## config.mk

```make
export PLATFORM = sky130hd
export DESIGN_NAME = spi_shift_engine
export DESIGN_NICKNAME = d
export VERILOG_FILES = /design/src/rtl/spi_pkg.sv /design/src/rtl/spi_clk_divider.sv /design/src/rtl/spi_shift_engine.sv
export SDC_FILE = /design/constraint.sdc
export NUM_CORES = 1
export LEC_CHECK = 0
export CAP_MARGIN = 20
export CORE_MARGIN = 2
export CORE_UTILIZATION = 50
export DETAILED_ROUTE_END_ITERATION = 10
export GPL_TIMING_DRIVEN = 0
export MAX_ROUTING_LAYER = met4
export PLACE_DENSITY_LB_ADDON = 0.08
export SLEW_MARGIN = 15
export SYNTH_ARGS = -nofsm -noshare
export SYNTH_HDL_FRONTEND = slang
export SYNTH_SLANG_ARGS = --single-unit
```

## constraint.sdc

```tcl
create_clock -name clk -period 2 [get_ports clk]
set_input_delay 0.3 -clock clk [delete_from_list [all_inputs] [get_ports clk]]
set_output_delay 0.3 -clock clk [all_outputs]
set_load 0.01 [all_outputs]
```

## src/rtl/spi_pkg.sv

```systemverilog
// Shared types and constants for the SPI master shift engine.
package spi_pkg;

  localparam int SPI_DATAWIDTH = 8;

  // SPI modes encoded as {cpol, cpha}
  localparam logic [1:0] MODE0 = 2'b00;
  localparam logic [1:0] MODE1 = 2'b01;
  localparam logic [1:0] MODE2 = 2'b10;
  localparam logic [1:0] MODE3 = 2'b11;

  typedef enum logic [2:0] {
    IDLE,
    LOAD,
    LEAD,
    SHIFT,
    PUSH,
    TRAIL
  } spi_state_t;

endpackage

```

## src/rtl/spi_clk_divider.sv

```systemverilog
// Reload down-counter producing one tick every (reload+1) enabled cycles.
module spi_clk_divider
  import spi_pkg::*;
#(
  parameter int DIVWIDTH = 8
) (
  input  logic                clk,
  input  logic                resetN,
  input  logic                i_load,
  input  logic                i_en,
  input  logic [DIVWIDTH-1:0] i_reload,
  output logic                o_tick
);

  logic [DIVWIDTH-1:0] r_cnt;

  // The tick is combinational so the consumer acts on the same edge the counter reloads.
  assign o_tick = i_en && (r_cnt == '0);

  // Count down while enabled; reload on request or whenever a tick fires.
  always_ff @(posedge clk or negedge resetN) begin
    if (!resetN) begin
      r_cnt <= '0;
    end else if (i_load || o_tick) begin
      r_cnt <= i_reload;
    end else if (i_en) begin
      r_cnt <= r_cnt - 1'b1;
    end
  end

endmodule

```

## src/rtl/spi_shift_engine.sv

```systemverilog
// SPI master shift engine: pops TX bytes, shifts them out MSB first while
// capturing MISO, pushes captured bytes to RX, and owns SCLK and ssN.
module spi_shift_engine
  import spi_pkg::*;
#(
  parameter int DATAWIDTH = SPI_DATAWIDTH,
  parameter int DIVWIDTH  = 8
) (
  input  logic                 clk,
  input  logic                 resetN,
  input  logic                 enable,
  input  logic                 cpol,
  input  logic                 cpha,
  input  logic [DIVWIDTH-1:0]  clkDiv,
  input  logic                 txEmpty,
  input  logic [DATAWIDTH-1:0] txData,
  output logic                 txReadReq,
  input  logic                 rxFull,
  output logic                 rxWriteEn,
  output logic [DATAWIDTH-1:0] rxData,
  output logic                 sclk,
  output logic                 mosi,
  input  logic                 miso,
  output logic                 ssN,
  output logic                 busy
);

  localparam int EDGES = 2 * DATAWIDTH;
  localparam int CW    = $clog2(EDGES + 1);

  spi_state_t r_state, w_next;

  logic [1:0]           r_mode;
  logic [DIVWIDTH-1:0]  r_div;
  logic [DATAWIDTH-1:0] r_shift, r_rx, r_rx_data;
  logic [DATAWIDTH-1:0] w_rx_nxt;
  logic [CW-1:0]        r_edge, w_edge_nxt;
  logic r_sclk, r_mosi, r_ssn, r_busy, r_tx_rd, r_rx_we;
  logic w_tick, w_start, w_last, w_sample, w_div_load, w_div_en;
  logic w_cpol, w_cpha;

  assign w_start    = enable && !txEmpty && !rxFull;
  assign w_edge_nxt = r_edge + 1'b1;
  assign w_last     = (w_edge_nxt == CW'(EDGES));
  // Odd edges sample in cpha=0, even edges sample in cpha=1.
  assign w_sample   = w_edge_nxt[0] ^ w_cpha;
  assign w_rx_nxt   = {r_rx[DATAWIDTH-2:0], miso};
  // Divider is primed in every single-cycle state so each timed state starts a full half-period.
  assign w_div_load = r_state inside {IDLE, LOAD, PUSH};
  assign w_div_en   = r_state inside {LEAD, SHIFT, TRAIL};

  spi_clk_divider #(.DIVWIDTH(DIVWIDTH)) u_div (
    .clk      (clk),
    .resetN   (resetN),
    .i_load   (w_div_load),
    .i_en     (w_div_en),
    .i_reload (r_div),
    .o_tick   (w_tick)
  );

  // Decode the mode latched at burst start.
  always_comb begin
    w_cpol = 1'b0;
    w_cpha = 1'b0;
    case (r_mode)
      MODE0:   begin w_cpol = 1'b0; w_cpha = 1'b0; end
      MODE1:   begin w_cpol = 1'b0; w_cpha = 1'b1; end
      MODE2:   begin w_cpol = 1'b1; w_cpha = 1'b0; end
      MODE3:   begin w_cpol = 1'b1; w_cpha = 1'b1; end
      default: begin w_cpol = 1'b0; w_cpha = 1'b0; end
    endcase
  end

  // State register.
  always_ff @(posedge clk or negedge resetN) begin
    if (!resetN) r_state <= IDLE;
    else         r_state <= w_next;
  end

  // Next-state logic.
  always_comb begin
    w_next = r_state;
    case (r_state)
      IDLE:    if (w_start) w_next = LOAD;
      LOAD:    w_next = r_ssn ? LEAD : SHIFT;
      LEAD:    if (w_tick) w_next = SHIFT;
      SHIFT:   if (w_tick && w_last) w_next = PUSH;
      PUSH:    w_next = w_start ? LOAD : TRAIL;
      TRAIL:   if (w_tick) w_next = IDLE;
      default: w_next = IDLE;
    endcase
  end

  // Registered outputs, config latch and shift datapath.
  always_ff @(posedge clk or negedge resetN) begin
    if (!resetN) begin
      r_mode    <= MODE0;
      r_div     <= '0;
      r_shift   <= '0;
      r_rx      <= '0;
      r_rx_data <= '0;
      r_edge    <= '0;
      r_sclk    <= 1'b0;
      r_mosi    <= 1'b0;
      r_ssn     <= 1'b1;
      r_busy    <= 1'b0;
      r_tx_rd   <= 1'b0;
      r_rx_we   <= 1'b0;
    end else begin
      // LOAD and PUSH never repeat, so these strobes last exactly one cycle.
      r_tx_rd <= (w_next == LOAD);
      r_rx_we <= (w_next == PUSH);
      r_busy  <= (w_next != IDLE);
      case (r_state)
        IDLE: begin
          r_sclk <= cpol;
          if (w_start) begin
            r_mode <= {cpol, cpha};
            r_div  <= clkDiv;
          end
        end
        LOAD: begin
          r_shift <= txData;
          r_mosi  <= txData[DATAWIDTH-1];
          r_sclk  <= w_cpol;
          r_ssn   <= 1'b0;
          r_edge  <= '0;
        end
        SHIFT: begin
          if (w_tick) begin
            r_sclk <= ~r_sclk;
            r_edge <= w_edge_nxt;
            if (w_sample) begin
              r_rx <= w_rx_nxt;
              if (w_cpha) r_shift <= {r_shift[DATAWIDTH-2:0], 1'b0};
            end else if (w_cpha) begin
              r_mosi <= r_shift[DATAWIDTH-1];
            end else if (!w_last) begin
              r_shift <= {r_shift[DATAWIDTH-2:0], 1'b0};
              r_mosi  <= r_shift[DATAWIDTH-2];
            end
            // Present the byte together with the push strobe.
            if (w_last) r_rx_data <= w_sample ? w_rx_nxt : r_rx;
          end
        end
        TRAIL: begin
          if (w_tick) r_ssn <= 1'b1;
        end
        default: begin
        end
      endcase
    end
  end

  assign txReadReq = r_tx_rd;
  assign rxWriteEn = r_rx_we;
  assign rxData    = r_rx_data;
  assign sclk      = r_sclk;
  assign mosi      = r_mosi;
  assign ssN       = r_ssn;
  assign busy      = r_busy;

endmodule

```

==> results by group, run 1 <==
Status
  • Status: complete, but fails checks
  • Failing checks: setup timing

Global route
  • Total track usage: approximately a fifth
  • Pin count of the biggest net entering global routing: 57
  • Global-route wire length before repair: 9460 um
  • Initial antenna violation count: 0
  • Vias in the first global route: 2004
  • Grt total ovfl: 0

Logic synthesis
  • Synth warn: 0
  • Post-synth ARST share: 100%
  • Yosys top cell area share: 47.8%
  • Dominant synthesized flop cell: dfrtp_1
  • Syn Nets: between 200 and 300
  • FF+latch count, synth: 56
  • Main area contributors after synthesis: dfrtp_1 (48%), mux2_2 (12%), nand2_1 (5.1%), mux2i_1 (4.2%), o21ai_0 (3.5%)
  • Distinct cells, synth: 51
  • Cell area after synthesis: between 0.002 and 0.003 mm^2
  • Cells after Synth: between 200 and 300
  • Sequential area share after synthesis: 48.7%
  • Post-synth EDFFs: 0
  • Synth area leader: dfrtp_1
  • Avg Cell Area, Syn: between 10 and 15 um^2
  • Synth cell count leaders: dfrtp_1 (55), nand2_1 (39), mux2_2 (31)
  • Most common cell in the netlist: dfrtp_1

Critical path
  • Slowest stage delay, CP: 0.42 ns
  • CP endpoint: r_shift[2]$_DFFE_PN0P_
  • Data arrival, critical path: 2.20 ns
  • Critical path, cell by cell: ha_2 > nor3_1 > a41o_1 > nand3_4 > o31ai_4 > buf_12 > mux2_2
  • Worst reg2reg path startpoint: r_edge[0]$_DFFE_PN0P_
  • CP required: 2.19 ns
  • R2R Setup Slk: -0.004 ns
  • R2r worst-path depth: 7
  • CP Launch Type: register
  • Crit end category: register
  • Crit path max fanout: 8
  • Kind of critical path: register to register
  • Critical path's slowest cell: dfrtp_1
  • Crit. Startpoint: r_edge[0]$_DFFE_PN0P_
  • RR Endpoint: r_shift[2]$_DFFE_PN0P_

Clock network
  • Clock latency at the later pin of the worst-skew pair: 0.31 ns
  • CTS tree: done
  • Clock-pin slew on the worst setup and hold paths: 0.10 ns
  • # clock sinks: 56
  • TritonCTS Buffers: 5
  • Clock Path Buffers: 2
  • Root Buffer: clkbuf_8
  • H-tree Lvls: 2

Placement
  • Port bufs: 37
  • HPWL after DPL: 3900 um
  • Gpl congestion: 0.812

Finish
  • Post-layout util: 66.7%
  • Proportion of layout cells with a drive suffix above 1: 27.4%
  • # diodes: 0
  • Final nets: 356
  • Synth-to-layout area growth: 28.2%

Floorplan
  • Die H: 79.9 um
  • Core Area: 0.00554 mm^2
  • I/O pins: 38
  • Starting density of the core: 52.0%
  • Row cnt: 27
  • Die ar.: 0.00639 mm^2
  • Die Wd: about 80 um

Timing
  • Final worst slack: -0.00427 ns
  • Slew @ Worst Pin: about 0.70 ns
  • Slew margin rel.: 53.1%
  • Final hold vios: 0
  • RSZ-0062 raised after global routing: yes
  • Fmax: ~500 MHz
  • Min Tclk post-route: 2.00 ns
  • Final Cycle Share: 100%
  • Final setup fails: 1
  • Max-slew violations: 0
  • Post-Route Skew: 0.0110 ns
  • Sum of negative setup slack: -0.00427 ns

Routing
  • Post-Route WL: about 5900 um
  • Drt pass-1 iters: 6
  • Routed len/inst: 14.8 um
  • Routed vias/inst: around 5.6
  • Via count: between 2000 and 2500
  • ANT nets after route: 0
  • Drt first-iter violations: 136
  • Residual DRC: 0

Power
  • Pwr per Cell Area: 1010 mW/mm^2
  • Overall Power: 3.72 mW
  • Worst vdd ir: roughly 0.64 mV
  • LEAKAGE: 1.67 nW

Hold path
  • Min-Delay Path Class: primary input to async pin

Run
  • Max cap viols: 0
## per-stage QoR
stage          hold slack [ns]  setup WS (ns)  area (um^2)  instances
6_report                0.0265       -0.00427         3690        401
5_1_grt                 0.0792        -0.0835         3690        401
4_1_cts                 0.0571        -0.0158         3580        395
3_5_place_dp             0.398         -0.296         3370        380
3_3_place_gp             0.484          -1.16         3370        380
2_1_floorplan          0.00441        0.00132         2910        271
## kinds of logic after synthesis
| group | synth area share (%) |
|---|---|
| AO/OA/AOI/OAI | 14.6 |
| XOR/XNOR | 0.869 |
| adder cells (fa/ha/maj) | 1.74 |
| buffers and inverters | 4.30 |
| flip-flops | 48.7 |
| multiplexers | 17.3 |
| AND/OR/NAND/NOR | 12.5 |
## final cells by class
| type | count | area (um^2) |
|---|---|---|
| timing repair buffer | 51 | 489 |
| sequential | 56 | 1400 |
| fill | 469 | 1850 |
| inverter | 12 | 45.0 |
| tap | 72 | 90.1 |
| clock inverter | 2 | 35.0 |
| clock buffer | 6 | 72.6 |
| multi-input combinational | 191 | 1490 |
| buffer | 11 | 71.3 |
## worst max-delay path: cells and delay by family, from the launching register on
| kind | cells | cell delay (ns) |
|---|---|---|
| AOI/OAI and AO/OA | 2 | 0.41 |
| muxes | 1 | 0.34 |
| buffers and inverters | 1 | 0.16 |
| and+or+nand+nor | 2 | 0.32 |
| adders and majority gates | 1 | 0.24 |
| DFF | 1 | 0.42 |
## timing repair
item                                    CTS  global route
hold buffers                              0             0
buffers inserted                          8             9
gates resized for setup                   8            18
pin swaps                                 5             6
cloned                                    0             0
endpoints found under the setup margin   31            23
## routing by layer
metal | vias to the layer above | GRT usage [%] | part of all wire (%)
met4 | 0 | 5.42 | 1.2
li1 | 1084 | - | -
met1 | 1102 | 25.0 | 46
met5 | - | - | 0
met2 | 53 | 31.2 | 49
met3 | 14 | 4.64 | 3.7
## layout by cell type (no fill, tap or decap), drive strengths merged, types with 12 or more instances in the layout
master and count:
o21ai 20, nand2 40, nor2 14, mux2i 12
buf 21, mux2 33, dfrtp 55, a21oi 18
clkdlybuf4s50 36
## sequential cells by signal, summed over array words and instances, names as in the netlist, 2 cells and up
register     cells
u_div.r_cnt      8
r_rx             8
r_state          3
r_edge           5
r_mode           2
r_div            8
rxData           8
r_shift          8
## power breakdown
| group | leakage, nW | internal (mW) | switching [mW] | total (mW) |
|---|---|---|---|---|
| Combinational | 0.910 | 0.688 | 0.675 | 1.36 |
| Clock | 0.0552 | 0.372 | 0.358 | 0.731 |
| Sequential | 0.704 | 1.40 | 0.224 | 1.62 |
| Total | 1.67 | 2.46 | 1.26 | 3.72 |
## how the worst min path moves through the flow
stage                                   start                         end  slack, ns  cells after the start
after floorplan                        resetN              busy$_DFF_PN0_      0.004                      0
after detailed placement               resetN  u_div.r_cnt[5]$_DFFE_PN0P_       0.40                      1
final                                  resetN        r_div[5]$_DFFE_PN0P_       0.03                      1
after CTS                              resetN  u_div.r_cnt[5]$_DFFE_PN0P_       0.06                      1
after global routing                   resetN        r_div[5]$_DFFE_PN0P_       0.08                      1
after global placement    r_rx[7]$_DFFE_PN0P_         r_rx[7]$_DFFE_PN0P_       0.48                      1
No activity file was read; power rests on OpenSTA's default activity.
==> run 2, diff against run 1 <==
- CELL_PAD_IN_SITES_DETAIL_PLACEMENT: default -> 0
- CELL_PAD_IN_SITES_GLOBAL_PLACEMENT: default -> 2
- CORE_MARGIN: 2 -> 10
- CORE_UTILIZATION: 50 -> 32
- TNS_END_PERCENT: default -> 100
==> results by group, run 2 (synthesis gave the netlist of run 1 again) <==
Status
  • Status: completed

Critical path
  • CP required: roughly 2.2 ns
  • Crit path max fanout: 6
  • CP Launch Type: register
  • Kind of critical path: register to register
  • Data arrival, critical path: 2.18 ns
  • Crit end category: register

Timing
  • Final hold vios: 0
  • Post-Route Skew: between 0.007 and 0.008 ns
  • Fmax: 510 MHz
  • Max-slew violations: 0
  • Final worst slack: 0.0379 ns
  • Slew @ Worst Pin: 0.484 ns
  • Final setup fails: 0
  • Final Cycle Share: 98.1%
  • Slew margin rel.: 67.7%
  • Min Tclk post-route: 1.96 ns
  • RSZ-0062 raised after global routing: yes
  • Sum of negative setup slack: 0 ns
  • Hold Slack: 0.399 ns

Placement
  • Port bufs: 37
  • Placed insts: between 400 and 500
  • HPWL after DPL: 4750 um
  • Gpl congestion: about 0.73
  • Pre-CTS WS: -0.330 ns

Floorplan
  • Starting density of the core: about 33%
  • Die Wd: 115 um
  • Core Area: ~0.0088 mm^2
  • I/O pins: 38
  • Row cnt: 34
  • Die H: 115 um
  • Die ar.: 0.0132 mm^2

Power
  • Int Power: 2.40 mW
  • LEAKAGE: ~1.8 nW
  • Overall Power: 3.72 mW
  • Sequential power share: 43.4%
  • Combinational power share: 38.9%
  • NetSw: between 1 and 1.5 mW
  • Switching part of the total: 35.3%
  • Pwr per Cell Area: around 960 mW/mm^2
  • Clock power share: 17.7%
  • Worst vdd ir: 0.412 mV

Global route
  • Total track usage: between 10 and 15%
  • Initial antenna violation count: 0
  • Grt total ovfl: 0
  • Global-route wire length before repair: 11700 um
  • Pin count of the biggest net entering global routing: 39
  • Vias in the first global route: 2300

Clock network
  • # clock sinks: 56
  • TritonCTS Buffers: 5
  • H-tree Lvls: 2
  • Clock Path Buffers: 2
  • Clock latency at the later pin of the worst-skew pair: between 0.3 and 0.4 ns
  • Root Buffer: clkbuf_8
  • CTS tree: done
  • Clock-pin slew on the worst setup and hold paths: between 0.1 and 0.15 ns

Finish
  • Final nets: 363
  • # diodes: 0
  • Proportion of layout cells with a drive suffix above 1: 30.1%
  • Layout Cells excl Fill: 444
  • Commonest cells after routing, fill and taps aside: dfrtp_1 (54), nand2_1 (37), clkdlybuf4s50_1 (36)
  • Synth-to-layout area growth: 34.2%
  • Commonest non-fill, non-tap cell in the layout: dfrtp_1

Routing
  • Routed vias/inst: 4.98
  • Residual DRC: 0
  • Via count: 2210
  • Post-Route WL: 7010 um
  • Routed len/inst: roughly 16 um
  • Drt first-iter violations: 68
  • Drt pass-1 iters: 4
  • ANT nets after route: 0

Run
  • Max cap viols: 0

Hold path
  • Min-Delay Path Class: primary input to async pin
==> run 2: changes by cell type in the layout (fill, tap and decap cells not counted), moves of 2 or more <==
| cell | delta |
|---|---|
| a2111oi_2 | +2 |
| clkbuf_1 | -2 |
| mux2_2 | -8 |
| mux2_4 | +8 |
| buf_12 | +2 |
| nand2_2 | -2 |
==> run 2: final cells by class <==
type | count | area (um^2)
fillers | 856 | 4900
multi-input cells | 191 | 1550
flip-flops and latches | 56 | 1400
repair buffers | 58 | 564
well taps | 108 | 135
plain buffers | 11 | 78.8
clock buffers | 5 | 68.8
inverters | 12 | 48.8
clock inverters | 3 | 22.5
==> run 2: what timing repair did <==
item / CTS / global route
hold buffers: 1 / 0
pin swaps: 7 / 8
buffers inserted: 13 / 4
cloned: 0 / 2
resized for setup: 25 / 19
setup endpoints to repair: 37 / 33
endpoints found under the hold margin: 17 / 0
==> run 2: path summary, 6_finish.rpt <==
kind	start	end	slack, ns	depth (start not counted)
max in group asynchronous	resetN	u_div.r_cnt[3]$_DFFE_PN0P_	1.10	3
setup reg to reg	u_div.r_cnt[1]$_DFFE_PN0P_	u_div.r_cnt[2]$_DFFE_PN0P_	0.04	8
setup / recovery	u_div.r_cnt[1]$_DFFE_PN0P_	u_div.r_cnt[2]$_DFFE_PN0P_	0.04	8
min in group clk	r_shift[0]$_DFFE_PN0P_	r_shift[0]$_DFFE_PN0P_	0.51	1
hold / removal	resetN	r_div[4]$_DFFE_PN0P_	0.40	2
hold reg to reg	r_shift[0]$_DFFE_PN0P_	r_shift[0]$_DFFE_PN0P_	0.51	1
==> run 2: power groups by stage <==
stage | combinational, mW | sequential (mW) | clock (mW)
2_1_floorplan | 0.853 | 1.60 | 0
3_3_place_gp | 1.19 | 1.63 | 0
3_5_place_dp | 1.20 | 1.63 | 0
4_1_cts | 1.40 | 1.61 | 0.710
5_1_grt | 1.64 | 1.66 | 0.745
6_report | 1.44 | 1.61 | 0.658
==> run 2: worst max-delay path, stage by stage (launching register included) <==
cell and delay [ns]:
dfrtp_1 0.38, inv_2 0.06, ha_4 0.15, nor3b_4 0.16, and2_4 0.20, buf_12 0.13, a21boi_4 0.24, mux2_4 0.33
o22a_2 0.21
==> run 2: through the flow <==
stage / utilization [%] / instance area, um^2
6_report: 44.1 / 3870
5_1_grt: 44.1 / 3870
4_1_cts: 42.9 / 3760
3_5_place_dp: 39.2 / 3440
3_3_place_gp: 39.0 / 3420
2_1_floorplan: - / 2910
==> run 2: metal layers <==
layer	wire, um	GRT usage, %	part of all wire (%)
met4	96	3.55	1.4
met1	3380	13.8	48
met2	3330	17.6	48
met5	0	-	0
met3	202	2.45	2.9
